[config.mk]
export PLATFORM = sky130hd
export DESIGN_NAME = xfer_gate_sequencer
export DESIGN_NICKNAME = d
export VERILOG_FILES = /design/src/rtl/xfer_pkg.sv /design/src/rtl/xfer_arb2.sv /design/src/rtl/xfer_gate_sequencer.sv
export SDC_FILE = /design/constraint.sdc
export NUM_CORES = 1
export LEC_CHECK = 0
export ABC_AREA = 1
export BUFFER_PORTS_ARGS = -buffer_cell sky130_fd_sc_hd__buf_2
export CAP_MARGIN = 20
export CORE_UTILIZATION = 50
export CTS_CLUSTER_SIZE = 8
export DETAILED_ROUTE_END_ITERATION = 6
export PLACE_DENSITY = 0.74
export REMOVE_ABC_BUFFERS = 1
export SYNTH_ARGS = -nofsm -noshare
export SYNTH_HDL_FRONTEND = slang
export SYNTH_SLANG_ARGS = --single-unit
[constraint.sdc]
create_clock -name CLOCK -period 4.67 [get_ports CLOCK]
set_clock_uncertainty 0.1 [all_clocks]
set_input_delay 0.2335 -clock CLOCK [delete_from_list [all_inputs] [get_ports CLOCK]]
set_output_delay 0.2335 -clock CLOCK [all_outputs]
set_load 0.02 [all_outputs]
[src/rtl/xfer_pkg.sv]
// Shared types and helpers for the service-gate transfer sequencer.
package xfer_pkg;

  typedef enum logic [1:0] {
    IDLE  = 2'd0,
    READ  = 2'd1,
    WRITE = 2'd2,
    CLEAR = 2'd3
  } state_t;

  localparam logic [2:0] GATE_NONE = 3'd7;
  localparam int         NGATES    = 7;

  function automatic int max3(input int a, input int b, input int c);
    int m;
    m = a;
    if (b > m) m = b;
    if (c > m) m = c;
    return m;
  endfunction

  // Active-low one-hot gate decode; GATE_NONE leaves every gate released.
  function automatic logic [NGATES-1:0] gate_dec_n(input logic [2:0] g);
    logic [NGATES-1:0] r;
    r = '1;
    if (g != GATE_NONE) r[g] = 1'b0;
    return r;
  endfunction

endpackage

[src/rtl/xfer_arb2.sv]
// Two-way A/B arbiter: B is preferred but may take at most B_RUN_MAX
// consecutive grants while A is waiting.
module xfer_arb2 #(
  parameter int B_RUN_MAX = 3
) (
  input  logic CLOCK,
  input  logic SIM_RST,
  input  logic A_VALID,
  input  logic B_VALID,
  input  logic INHIBIT,
  input  logic idle,
  output logic grant_a,
  output logic grant_b
);

  localparam int             BW   = $clog2(B_RUN_MAX + 1);
  localparam logic [BW-1:0]  BMAX = BW'(B_RUN_MAX);

  logic [BW-1:0] brun;
  logic          en;

  always_comb begin
    en      = idle && !INHIBIT;
    grant_b = en && B_VALID && (!A_VALID || (brun < BMAX));
    grant_a = en && A_VALID && !grant_b;
  end

  always_ff @(posedge CLOCK or posedge SIM_RST) begin
    if (SIM_RST) begin
      brun <= '0;
    end else if (grant_a) begin
      brun <= '0;
    end else if (grant_b) begin
      if (!A_VALID)          brun <= '0;
      else if (brun != BMAX) brun <= brun + 1'b1;
    end
  end

endmodule

[src/rtl/xfer_gate_sequencer.sv]
// Register-transfer microstep sequencer: grants A or B, then drives
// READ -> WRITE -> CLEAR phase strobes and one-hot gate enables.
module xfer_gate_sequencer
  import xfer_pkg::*;
#(
  parameter int RT_CYC    = 2,
  parameter int WT_CYC    = 2,
  parameter int CT_CYC    = 1,
  parameter int B_RUN_MAX = 3
) (
  input  logic              CLOCK,
  input  logic              SIM_RST,
  input  logic              INHIBIT,
  input  logic              A_VALID,
  input  logic [2:0]        A_SRC,
  input  logic [2:0]        A_DST,
  input  logic              A_CLR,
  output logic              A_READY,
  output logic              A_DONE,
  input  logic              B_VALID,
  input  logic [2:0]        B_SRC,
  input  logic [2:0]        B_DST,
  input  logic              B_CLR,
  output logic              B_READY,
  output logic              B_DONE,
  output logic              RT_n,
  output logic              WT_n,
  output logic              CT_n,
  output logic [NGATES-1:0] RD_n,
  output logic [NGATES-1:0] WR_n,
  output logic [NGATES-1:0] CL_n,
  output logic              BUSY
);

  localparam int            CW      = $clog2(max3(RT_CYC, WT_CYC, CT_CYC) + 1);
  localparam logic [CW-1:0] RT_LAST = CW'(RT_CYC - 1);
  localparam logic [CW-1:0] WT_LAST = CW'(WT_CYC - 1);
  localparam logic [CW-1:0] CT_LAST = CW'(CT_CYC - 1);

  state_t        state, nxt;
  logic [CW-1:0] cnt, cnt_nxt;
  logic [2:0]    src_q, dst_q, src_n, dst_n;
  logic          clr_q, clr_n, own_b_q, own_b_n;
  logic          grant_a, grant_b, arb_idle, last_clear;

  // READY must stay low while reset is held, even though it is combinational.
  assign arb_idle = (state == IDLE) && !SIM_RST;

  xfer_arb2 #(
    .B_RUN_MAX(B_RUN_MAX)
  ) u_arb (
    .CLOCK  (CLOCK),
    .SIM_RST(SIM_RST),
    .A_VALID(A_VALID),
    .B_VALID(B_VALID),
    .INHIBIT(INHIBIT),
    .idle   (arb_idle),
    .grant_a(grant_a),
    .grant_b(grant_b)
  );

  assign A_READY = grant_a;
  assign B_READY = grant_b;

  // Payload is only ever replaced on a grant, which only happens in IDLE.
  always_comb begin
    src_n   = src_q;
    dst_n   = dst_q;
    clr_n   = clr_q;
    own_b_n = own_b_q;
    if (grant_b) begin
      src_n   = B_SRC;
      dst_n   = B_DST;
      clr_n   = B_CLR;
      own_b_n = 1'b1;
    end else if (grant_a) begin
      src_n   = A_SRC;
      dst_n   = A_DST;
      clr_n   = A_CLR;
      own_b_n = 1'b0;
    end
  end

  always_comb begin
    nxt     = state;
    cnt_nxt = cnt + 1'b1;
    case (state)
      IDLE: begin
        cnt_nxt = '0;
        if (grant_a || grant_b) nxt = READ;
      end
      READ: begin
        if (cnt == RT_LAST) begin
          nxt     = WRITE;
          cnt_nxt = '0;
        end
      end
      WRITE: begin
        if (cnt == WT_LAST) begin
          nxt     = CLEAR;
          cnt_nxt = '0;
        end
      end
      CLEAR: begin
        if (cnt == CT_LAST) begin
          nxt     = IDLE;
          cnt_nxt = '0;
        end
      end
      default: begin
        nxt     = IDLE;
        cnt_nxt = '0;
      end
    endcase
  end

  assign last_clear = (nxt == CLEAR) && (cnt_nxt == CT_LAST);

  // Outputs are registered from the next-state decode so each strobe lines
  // up with the state it belongs to without any combinational path.
  always_ff @(posedge CLOCK or posedge SIM_RST) begin
    if (SIM_RST) begin
      state   <= IDLE;
      cnt     <= '0;
      src_q   <= GATE_NONE;
      dst_q   <= GATE_NONE;
      clr_q   <= 1'b0;
      own_b_q <= 1'b0;
      RT_n    <= 1'b1;
      WT_n    <= 1'b1;
      CT_n    <= 1'b1;
      RD_n    <= '1;
      WR_n    <= '1;
      CL_n    <= '1;
      A_DONE  <= 1'b0;
      B_DONE  <= 1'b0;
      BUSY    <= 1'b0;
    end else begin
      state   <= nxt;
      cnt     <= cnt_nxt;
      src_q   <= src_n;
      dst_q   <= dst_n;
      clr_q   <= clr_n;
      own_b_q <= own_b_n;
      RT_n    <= (nxt != READ);
      WT_n    <= (nxt != WRITE);
      CT_n    <= (nxt != CLEAR);
      RD_n    <= ((nxt == READ) || (nxt == WRITE)) ? gate_dec_n(src_n) : '1;
      WR_n    <= (nxt == WRITE) ? gate_dec_n(dst_n) : '1;
      CL_n    <= ((nxt == CLEAR) && clr_n) ? gate_dec_n(dst_n) : '1;
      A_DONE  <= last_clear && !own_b_n;
      B_DONE  <= last_clear && own_b_n;
      BUSY    <= (nxt != IDLE);
    end
  end

endmodule

==> impl_metrics.ini, run 1 <==
[cts]
post-cts-setup-buffers = 0
clockBufferDepth = 2
ctsHtreeMaxLevel = 2
worstSkewPairLatency_ns = 0.29
clkTransAtPathRegs_ns = 0.07
cts_made_buffers = 5
cts_root_buf = clkbuf_8
postCtsHoldBufs = 0
cts_resized = 0
clkSinkCount = 41
tritoncts = built

[pwr]
p_int_mw = 0.853
seq_power_share_pct = 38.0
switching_share_pct = 39.7
p_leak_nw = 1.13
p_sw_mw = 0.563
comb_power_share_pct = 42.9
max-vdd-ir-drop_uv = 315
p_clk_share_pct = 19.1
cellPowerDensity_nw_per_um2 = 600

[drt]
wl_per_cell_um = 12.0
drc = 0
drtAntennaViolNets = 0
drt-total-wl_mm = 3.62
drt_iter0_markers = 70
route.vias.total = 1441
dr.pass1.iters = 5
vias_per_cell = 4.76

[synthesis]
ys_seq_area_share_pct = 54.3
synth-seq-cells = 41
ys_types = 23
yosys.area.top_type_share_pct = 40.3
yosys_warnings = 0
synth_top_family_by_area = simple AND/OR/NAND/NOR gates
synth_adder_area_share_pct = 7.67
synthSimpleGateAreaFrac_pct = 26.0
syn_area_sq_um = 1960
synth.area.top_cells = dfstp_2 (40%), dfrtp_1 (14%), nand2_1 (9.0%)
synth_area_leader_cell = dfstp_2
netlist_instances = 201
synth_xor_area_share_pct = 0
yosys-mux-area-fraction_pct = 0
syn_area_per_cell_sq_um = 9.74
synth_compound_area_share_pct = 5.63

[cells_and_area]
syn_to_final_growth_pct = 20.6
nets = 286
fin_cells = 303
drive_above_1_share_pct = 44.3
antenna_cells = 0

[critical_path]
crit_required_ns = 4.79
reg2reg_depth = 10
r2r_slack_ns = 2.29
worstPathCellList = inv_1 > ha_1 > nand3_4 > a21oi_4 > nor2_4 > nor2_8 > inv_1 > ha_1 > nor2_2 > nand3_1
critical_path_class = flip-flop to flip-flop
cp_num_buf_inv = 2
reg2reg_from = state[0]$_DFF_PP0_
end_kind = flip-flop
critPathMaxFanout = 10
crit_slowest_cell = dfrtp_1
timing.rr.end = RD_n[6]$_DFF_PP1_
max_stage_delay_ns = 0.44
startpoint_type = flip-flop
cp.arrival_ns = 2.49
crit_family = simple AND/OR/NAND/NOR gates

[timing]
slew_headroom_pct = 67.3
finalHoldViolations = 0
hold_ws_ns = 0.0357
post-route-period-util_pct = 50.9
finalCriticalPeriod_ns = 2.38
setup_viol = 0
tightest_slew_ns = 0.490
slew_violations = 0
rsz0062_at_grt = false
fin_setup_tns_ns = 0
fmax_ghz = 0.421
setup_ws_ns = 2.29

[floorplan]
ios = 48
start_util_pct = 52.7
die_y_um = 64.6
core_area_sq_um = 3720
die_x_um = 64.6
dieArea_sq_um = 4170
rows = 22

[global_route]
overflow = 0
grt_max_degree = 44
grt_pass1_wl_mm = 6.25
antenna_found_initial = 0
grtUsageTotal_pct = 20.4
first_global_vias = 1427

[status]
status = completed

[placed_design]
dp_hpwl_mm = 2.73
preCtsSetupSlack_ns = 2.29
gp_congestion = 0.851
placedCellCount = 296
io_buffers = 47

[flow_run]
maxCapViolations = 0

[min_path]
hold_class = input pin to async pin
## cell type report
cell class,instances,area [sq um]
Fill cell,320,1360
Clock inverter,2,35.0
Multi-Input combinational cell,127,769
Tap cell,48,60.1
Inverter,32,120
Timing Repair Buffer,48,243
Clock buffer,5,68.8
Sequential cell,41,1060
## cells by family after synthesis
family	Yosys count
flip-flops	41
buffers and inverters	33
AO/OA/AOI/OAI	15
adder cells (fa/ha/maj)	12
AND/OR/NAND/NOR	100
## registers in the layout, indices dropped and copies added (netlist names)
name	cells
WR_n	7
A_DONE	1
src_q	3
u_arb.brun	2
CT_n	1
B_DONE	1
cnt	2
own_b_q	1
CL_n	7
WT_n	1
clr_q	1
state	2
dst_q	3
RD_n	7
RT_n	1
BUSY	1
## metal layers
layer / track usage [%] / share of wire (%)
met1: 26.0 / 46
met2: 31.8 / 47
met3: 5.81 / 5.0
met4: 10.0 / 2.3
met5: 0 / 0
## Yosys cell counts
master,n
clkbuf_1,1
nand3_2,1
dfstp_2,30
or2_1,1
nor2_4,4
inv_1,27
o21ai_2,2
nand3_1,16
ha_1,12
inv_2,5
nor2_8,1
nand2_4,2
nand2_2,5
dfrtp_1,11
nor2_2,5
a32o_1,1
nand4_1,2
o21ai_0,5
nand2_1,47
a21oi_4,2
nor2_1,15
a21oi_1,5
nand3_4,1
## worst min-delay path: cells and delay by family
family	cells	cell delay [ns]
buffers and inverters	3	0.63
## power by group through the flow
stage / Clock (mW) / Combinational [mW] / Sequential [mW]
3_5_place_dp: 0 / 0.609 / 0.543
3_3_place_gp: 0 / 0.595 / 0.542
2_1_floorplan: 0 / 0.400 / 0.605
5_1_grt: 0.293 / 0.683 / 0.549
4_1_cts: 0.276 / 0.613 / 0.539
6_report: 0.270 / 0.608 / 0.538
## worst max-delay path by stage
stage	startpoint	endpoint	slack, ns	cells past startpoint
CTS	state[0]$_DFF_PP0_	RD_n[6]$_DFF_PP1_	2.29	10
finish	state[0]$_DFF_PP0_	RD_n[6]$_DFF_PP1_	2.29	10
global placement	state[0]$_DFF_PP0_	RD_n[6]$_DFF_PP1_	2.39	10
floorplan	SIM_RST	RD_n[6]$_DFF_PP1_	2.44	9
global route	state[0]$_DFF_PP0_	RD_n[6]$_DFF_PP1_	2.13	10
detailed placement	state[0]$_DFF_PP0_	RD_n[6]$_DFF_PP1_	2.29	10
## stage by stage
| stage | total power [mW] | util (%) | instance area (sq um) |
|---|---|---|---|
| final | 1.42 | 63.5 | 2360 |
| after floorplan | 1.01 | - | 1950 |
| after detailed placement | 1.15 | 60.7 | 2260 |
| after global placement | 1.14 | 60.7 | 2260 |
| after global routing | 1.53 | 63.5 | 2360 |
| after CTS | 1.43 | 63.5 | 2360 |
## layout by cell type (no fill, tap or decap)
cell type	n
buf_4	1
o21ai_2	2
a21oi_1	5
nand2_2	5
nor2_2	5
nand3_1	16
nand3_4	1
or2_1	1
inv_2	5
buf_2	47
nand2_4	2
clkinv_2	1
dfrtp_1	11
a21oi_4	2
inv_1	27
o21ai_0	5
bufinv_16	1
dfstp_2	30
clkbuf_8	5
a32o_1	1
nor2_8	1
nand2_1	47
nor2_1	15
ha_1	12
nand4_1	2
nand3_2	1
nor2_4	4
Power figures use the tool's default switching activity.
==> run 2: changes to the inputs <==
==> constraint.sdc (replaced) <==
create_clock -name CLOCK -period 2.4 [get_ports CLOCK]
set_clock_uncertainty 0.1 [all_clocks]
set_input_delay 0.12 -clock CLOCK [delete_from_list [all_inputs] [get_ports CLOCK]]
set_output_delay 0.12 -clock CLOCK [all_outputs]
set_load 0.02 [all_outputs]
==> impl_metrics.ini, run 2 (synthesis gave the netlist of run 1 again) <==
[placed_design]
io_buffers = 47
preCtsSetupSlack_ns = 0.0888
dp_hpwl_mm = 2.85
dpl_cell_area_sq_um = 2260
gp_congestion = 0.798

[cells_and_area]
fin_area_sq_um = 2430
largestRegisters = CL_n: 7 flops, RD_n: 7 flops, WR_n: 7 flops
syn_to_final_growth_pct = 24.4
multi_input_area_sq_um = 772
antenna_cells = 0
final_cell_mix = nand2_1 (47), buf_2 (47), dfstp_2 (30)
drive_above_1_share_pct = 45.2
nets = 293
fillerInstances = 311
seq_area_sq_um = 1060

[timing]
slew_headroom_pct = 72.3
post-route-period-util_pct = 92.5
slew_violations = 0
rsz0062_at_grt = false
setup_ws_ns = 0.179
fmax_ghz = 0.450
fin_setup_tns_ns = 0
hold_ws_ns = 0.0626
finalHoldViolations = 0
tightest_slew_ns = 0.416
finalCriticalPeriod_ns = 2.22
setup_viol = 0

[critical_path]
startpoint_type = flip-flop
crit_slowest_cell = dfrtp_1
end_kind = flip-flop
crit_family = simple AND/OR/NAND/NOR gates
worstPathCellList = inv_1 > ha_2 > nand3_4 > a21oi_4 > nor2_4 > nor2_8 > inv_1 > ha_1 > nor2_2 > nand3_1
cp.arrival_ns = 2.34
reg2reg_depth = 10
critPathMaxFanout = 6
max_stage_delay_ns = 0.44
reg2reg_from = state[0]$_DFF_PP0_
crit_top_cell = inv_1
r2r_slack_ns = 0.18
crit_required_ns = 2.52
timing.rr.end = RD_n[6]$_DFF_PP1_
cp_num_buf_inv = 2
critical_path_class = flip-flop to flip-flop

[pwr]
power_mw = 2.82
p_leak_nw = 1.16
cellPowerDensity_nw_per_um2 = 1160
max-vdd-ir-drop_uv = 650

[drt]
dr.pass1.iters = 4
drt-total-wl_mm = 3.75
drtAntennaViolNets = 0
vias_per_cell = 4.79
drt_iter0_markers = 30
drc = 0
route.vias.total = 1491
wl_per_cell_um = 12.1

[global_route]
grt_use_met1_pct = 25.3
first_global_vias = 1499
antenna_found_initial = 0
use_met3_pct = 4.58
gr-usage-met2_pct = 34.9
grtUsageTotal_pct = 20.8
grt-busiest-layer = met2
grt_max_degree = 36
overflow = 0
grt_pass1_wl_mm = 6.49

[cts]
cts_root_buf = clkbuf_8
worstSkewPairLatency_ns = 0.29
cts_made_buffers = 5
ctsHtreeMaxLevel = 2
clkSinkCount = 41
clockBufferDepth = 2
clkTransAtPathRegs_ns = 0.08
tritoncts = built

[min_path]
hold_depth = 5
hold_class = input pin to flip-flop
hold-path-endpoint = src_q[2]$_DFF_PP1_
hold_start = B_SRC[2]

[floorplan]
dieArea_sq_um = 4170
ios = 48
rows = 22
core_area_sq_um = 3720
die_y_um = 64.6
start_util_pct = 52.7
die_x_um = 64.6

[status]
status = completed

[flow_run]
maxCapViolations = 0
run 2: cell count changes in the layout (fill, tap and decap cells not counted), sizes merged:
cell | before | now
buf | 48 | 52
dlygate4sd3 | 0 | 3
clkinvlp | 0 | 1
run 2: metal layers:
metal / vias up / part of all wire, %
met1: 702 / 46
met2: 38 / 47
met4: 0 / 2.4
met5: - / 0
li1: 742 / -
met3: 9 / 3.9
run 2: worst max path at each step:
stage	startpoint	endpoint	slack, ns	cells after the start
CTS	state[0]$_DFF_PP0_	RD_n[6]$_DFF_PP1_	0.08	10
detailed placement	state[0]$_DFF_PP0_	RD_n[6]$_DFF_PP1_	0.09	10
global placement	state[0]$_DFF_PP0_	RD_n[6]$_DFF_PP1_	0.18	10
floorplan	state[0]$_DFF_PP0_	RD_n[6]$_DFF_PP1_	0.24	10
finish	state[0]$_DFF_PP0_	RD_n[6]$_DFF_PP1_	0.18	10
global route	state[0]$_DFF_PP0_	RD_n[6]$_DFF_PP1_	0.004	10
run 2: worst min-delay path, delay by kind of cell:
kind          cells  cell delay [ns]
buf+inv           3             0.20
simple gates      2             0.10
run 2: power by group:
part | internal (mW) | switching (mW) | leakage [nW] | total (mW)
combinational | 0.404 | 0.803 | 0.652 | 1.21
clock | 0.311 | 0.246 | 0.0543 | 0.558
sequential | 0.973 | 0.0787 | 0.457 | 1.05
total | 1.69 | 1.13 | 1.16 | 2.82
run 2: cell type report:
cell class | count | share of cell area [%]
clock buffer | 5 | 2.83
clock inverter | 3 | 1.90
inverter | 32 | 4.94
multi-input combinational | 127 | 31.7
sequential | 41 | 43.7
tap | 48 | 2.47
timing repair buffer | 55 | 12.4
run 2: stage by stage:
stage               utilization [%]  std cells
floorplan                         -        200
global placement               60.9        297
detailed placement             60.9        297
CTS                            64.8        308
global route                   65.5        311
finish                         65.5        311
run 2: timing repair:
item                                    in CTS  in global routing
buffers inserted                             0                  3
endpoints found under the hold margin        7                  0
resized for setup                            0                  1
endpoints found under the setup margin       0                  7
hold buffers                                 3                  0
==> run 3: changes to the inputs <==
--- a/config.mk
+++ b/config.mk
@@ -8,10 +8,10 @@
 export ABC_AREA = 1
 export BUFFER_PORTS_ARGS = -buffer_cell sky130_fd_sc_hd__buf_2
 export CAP_MARGIN = 20
-export CORE_UTILIZATION = 50
+export CORE_UTILIZATION = 47
 export CTS_CLUSTER_SIZE = 8
 export DETAILED_ROUTE_END_ITERATION = 6
-export PLACE_DENSITY = 0.74
+export PLACE_DENSITY = 0.73
 export REMOVE_ABC_BUFFERS = 1
 export SYNTH_ARGS = -nofsm -noshare
 export SYNTH_HDL_FRONTEND = slang
==> constraint.sdc (replaced) <==
create_clock -name CLOCK -period 2 [get_ports CLOCK]
set_clock_uncertainty 0.1 [all_clocks]
set_input_delay 0.1 -clock CLOCK [delete_from_list [all_inputs] [get_ports CLOCK]]
set_output_delay 0.1 -clock CLOCK [all_outputs]
set_load 0.02 [all_outputs]
==> impl_metrics.ini, run 3 (synthesis gave the netlist of run 1 again) <==
[timing]
finalHoldViolations = 0
finalCriticalPeriod_ns = 1.90
rsz0062_at_grt = true
fmax_ghz = 0.527
post-route-period-util_pct = 94.8
tightest_slew_ns = 0.446
slew_violations = 0
slew_headroom_pct = 70.3
setup_viol = 0

[cts]
clkSinkCount = 41
cts_root_buf = clkbuf_8
cts_made_buffers = 5
tritoncts = built
post-cts-setup-buffers = 0
worstSkewPairLatency_ns = 0.29
ctsHtreeMaxLevel = 2
clkTransAtPathRegs_ns = 0.08
clockBufferDepth = 2

[global_route]
grt_max_degree = 38
overflow = 0
grtUsageTotal_pct = 19.4
first_global_vias = 1399
grt_pass1_wl_mm = 6.29
antenna_found_initial = 0

[floorplan]
dieArea_sq_um = 4430
die_y_um = 66.5
die_x_um = 66.5
start_util_pct = 48.9
rows = 23
ios = 48
core_area_sq_um = 4000

[cells_and_area]
syn_to_final_growth_pct = 28.8
nets = 301
antenna_cells = 0
final_cell_mix = buf_2 (47), nand2_1 (46), dfstp_2 (30)
final_core_util_pct = 63.0
fin_cells = 321
layout_commonest_cell = buf_2
drive_above_1_share_pct = 49.8
largestRegisters = CL_n: 7 flops, RD_n: 7 flops, WR_n: 7 flops
fin_area_sq_um = 2520

[drt]
wl_per_cell_um = 12.0
drtAntennaViolNets = 0
vias_per_cell = 4.69
route.vias.total = 1507
drc = 0
drt-total-wl_mm = 3.85
dr.pass1.iters = 4
drt_iter0_markers = 96

[pwr]
comb_power_share_pct = 48.9
max-vdd-ir-drop_uv = 693
switching_share_pct = 40.1
p_leak_nw = 1.20
p_clk_share_pct = 15.8
cellPowerDensity_nw_per_um2 = 1400
seq_power_share_pct = 35.3
power_mw = 3.52
p_sw_mw = 1.41
p_int_mw = 2.11

[critical_path]
cp.arrival_ns = 2.02
startpoint_type = flip-flop
reg2reg_from = state[0]$_DFF_PP0_
worstPathCellList = buf_4 > ha_1 > nand3_1 > nand3_1 > nor2_4 > nor2_8 > inv_1 > ha_4 > inv_1 > nand2_1 > inv_2 > nand2_1
critical_path_class = flip-flop to flip-flop
timing.rr.end = RD_n[3]$_DFF_PP1_
end_kind = flip-flop
crit_required_ns = 2.12
crit_slowest_cell = dfrtp_1
r2r_slack_ns = 0.10
crit_end = RD_n[3]$_DFF_PP1_
max_stage_delay_ns = 0.39
crit_start = state[0]$_DFF_PP0_
reg2reg_depth = 12
critPathMaxFanout = 5

[flow_run]
maxCapViolations = 0

[status]
status = completed

[min_path]
hold_class = input pin to flip-flop
hold_start = B_CLR

[placed_design]
dpl_cell_area_sq_um = 2350
io_buffers = 47
gp_congestion = 0.857
dp_hpwl_mm = 2.87
placedCellCount = 310
[run 3: through the flow]
stage                     worst slack, ns  TNS [ns]  hold slack (ns)
after detailed placement          -0.0226    -0.120          -0.0885
after global routing              -0.0177   -0.0349           0.0748
after floorplan                    -0.161    -0.997          0.00579
after global placement             0.0154         0          -0.0846
final                               0.104         0           0.0650
after CTS                          0.0146         0           0.0535
[run 3: power groups by stage]
stage / logic (mW) / clock network, mW / registers, mW
after global routing: 1.92 / 0.608 / 1.27
final: 1.72 / 0.557 / 1.24
after global placement: 1.54 / 0 / 1.25
after CTS: 1.64 / 0.574 / 1.24
after detailed placement: 1.56 / 0 / 1.25
after floorplan: 0.934 / 0 / 1.41
[run 3: area by class of cell]
type	instances	area (sq um)
sequential	41	1060
multi-input combinational	127	815
tap	50	62.6
timing repair buffer	63	363
clock buffer	6	82.6
inverter	32	120
clock inverter	2	13.8
fill	331	1480
[run 3: repair_timing]
action                                 in CTS  in global routing
hold buffers                                3                  0
pin swaps                                   0                  2
endpoints found under the hold margin      13                  0
setup endpoints to repair                  14                 22
gates resized for setup                     5                  7
[run 3: layer usage]
layer / vias up / routed length [um] / track usage (%) / part of all wire (%)
met5: - / 0 / 0 / 0
met4: 0 / 78 / 7.45 / 2.0
met3: 9 / 134 / 4.11 / 3.5
met2: 39 / 1850 / 30.0 / 48
met1: 706 / 1790 / 26.5 / 46
li1: 753 / - / - / -
[run 3: worst min path at each step]
stage | endpoint | slack (ns) | cells after the start
final | clr_q$_DFF_PP0_ | 0.06 | 5
after global routing | clr_q$_DFF_PP0_ | 0.07 | 5
after detailed placement | state[1]$_DFF_PP0_ | -0.09 | 2
after floorplan | A_DONE$_DFF_PP0_ | 0.006 | 1
after global placement | state[1]$_DFF_PP0_ | -0.08 | 2
after CTS | clr_q$_DFF_PP0_ | 0.05 | 5
[run 3: worst max-delay path, delay by kind of cell (launching register included)]
kind          cells  cell delay, ns
buf+inv           4            0.37
simple gates      6            0.55
fa+ha+maj         2            0.42
flops             1            0.39
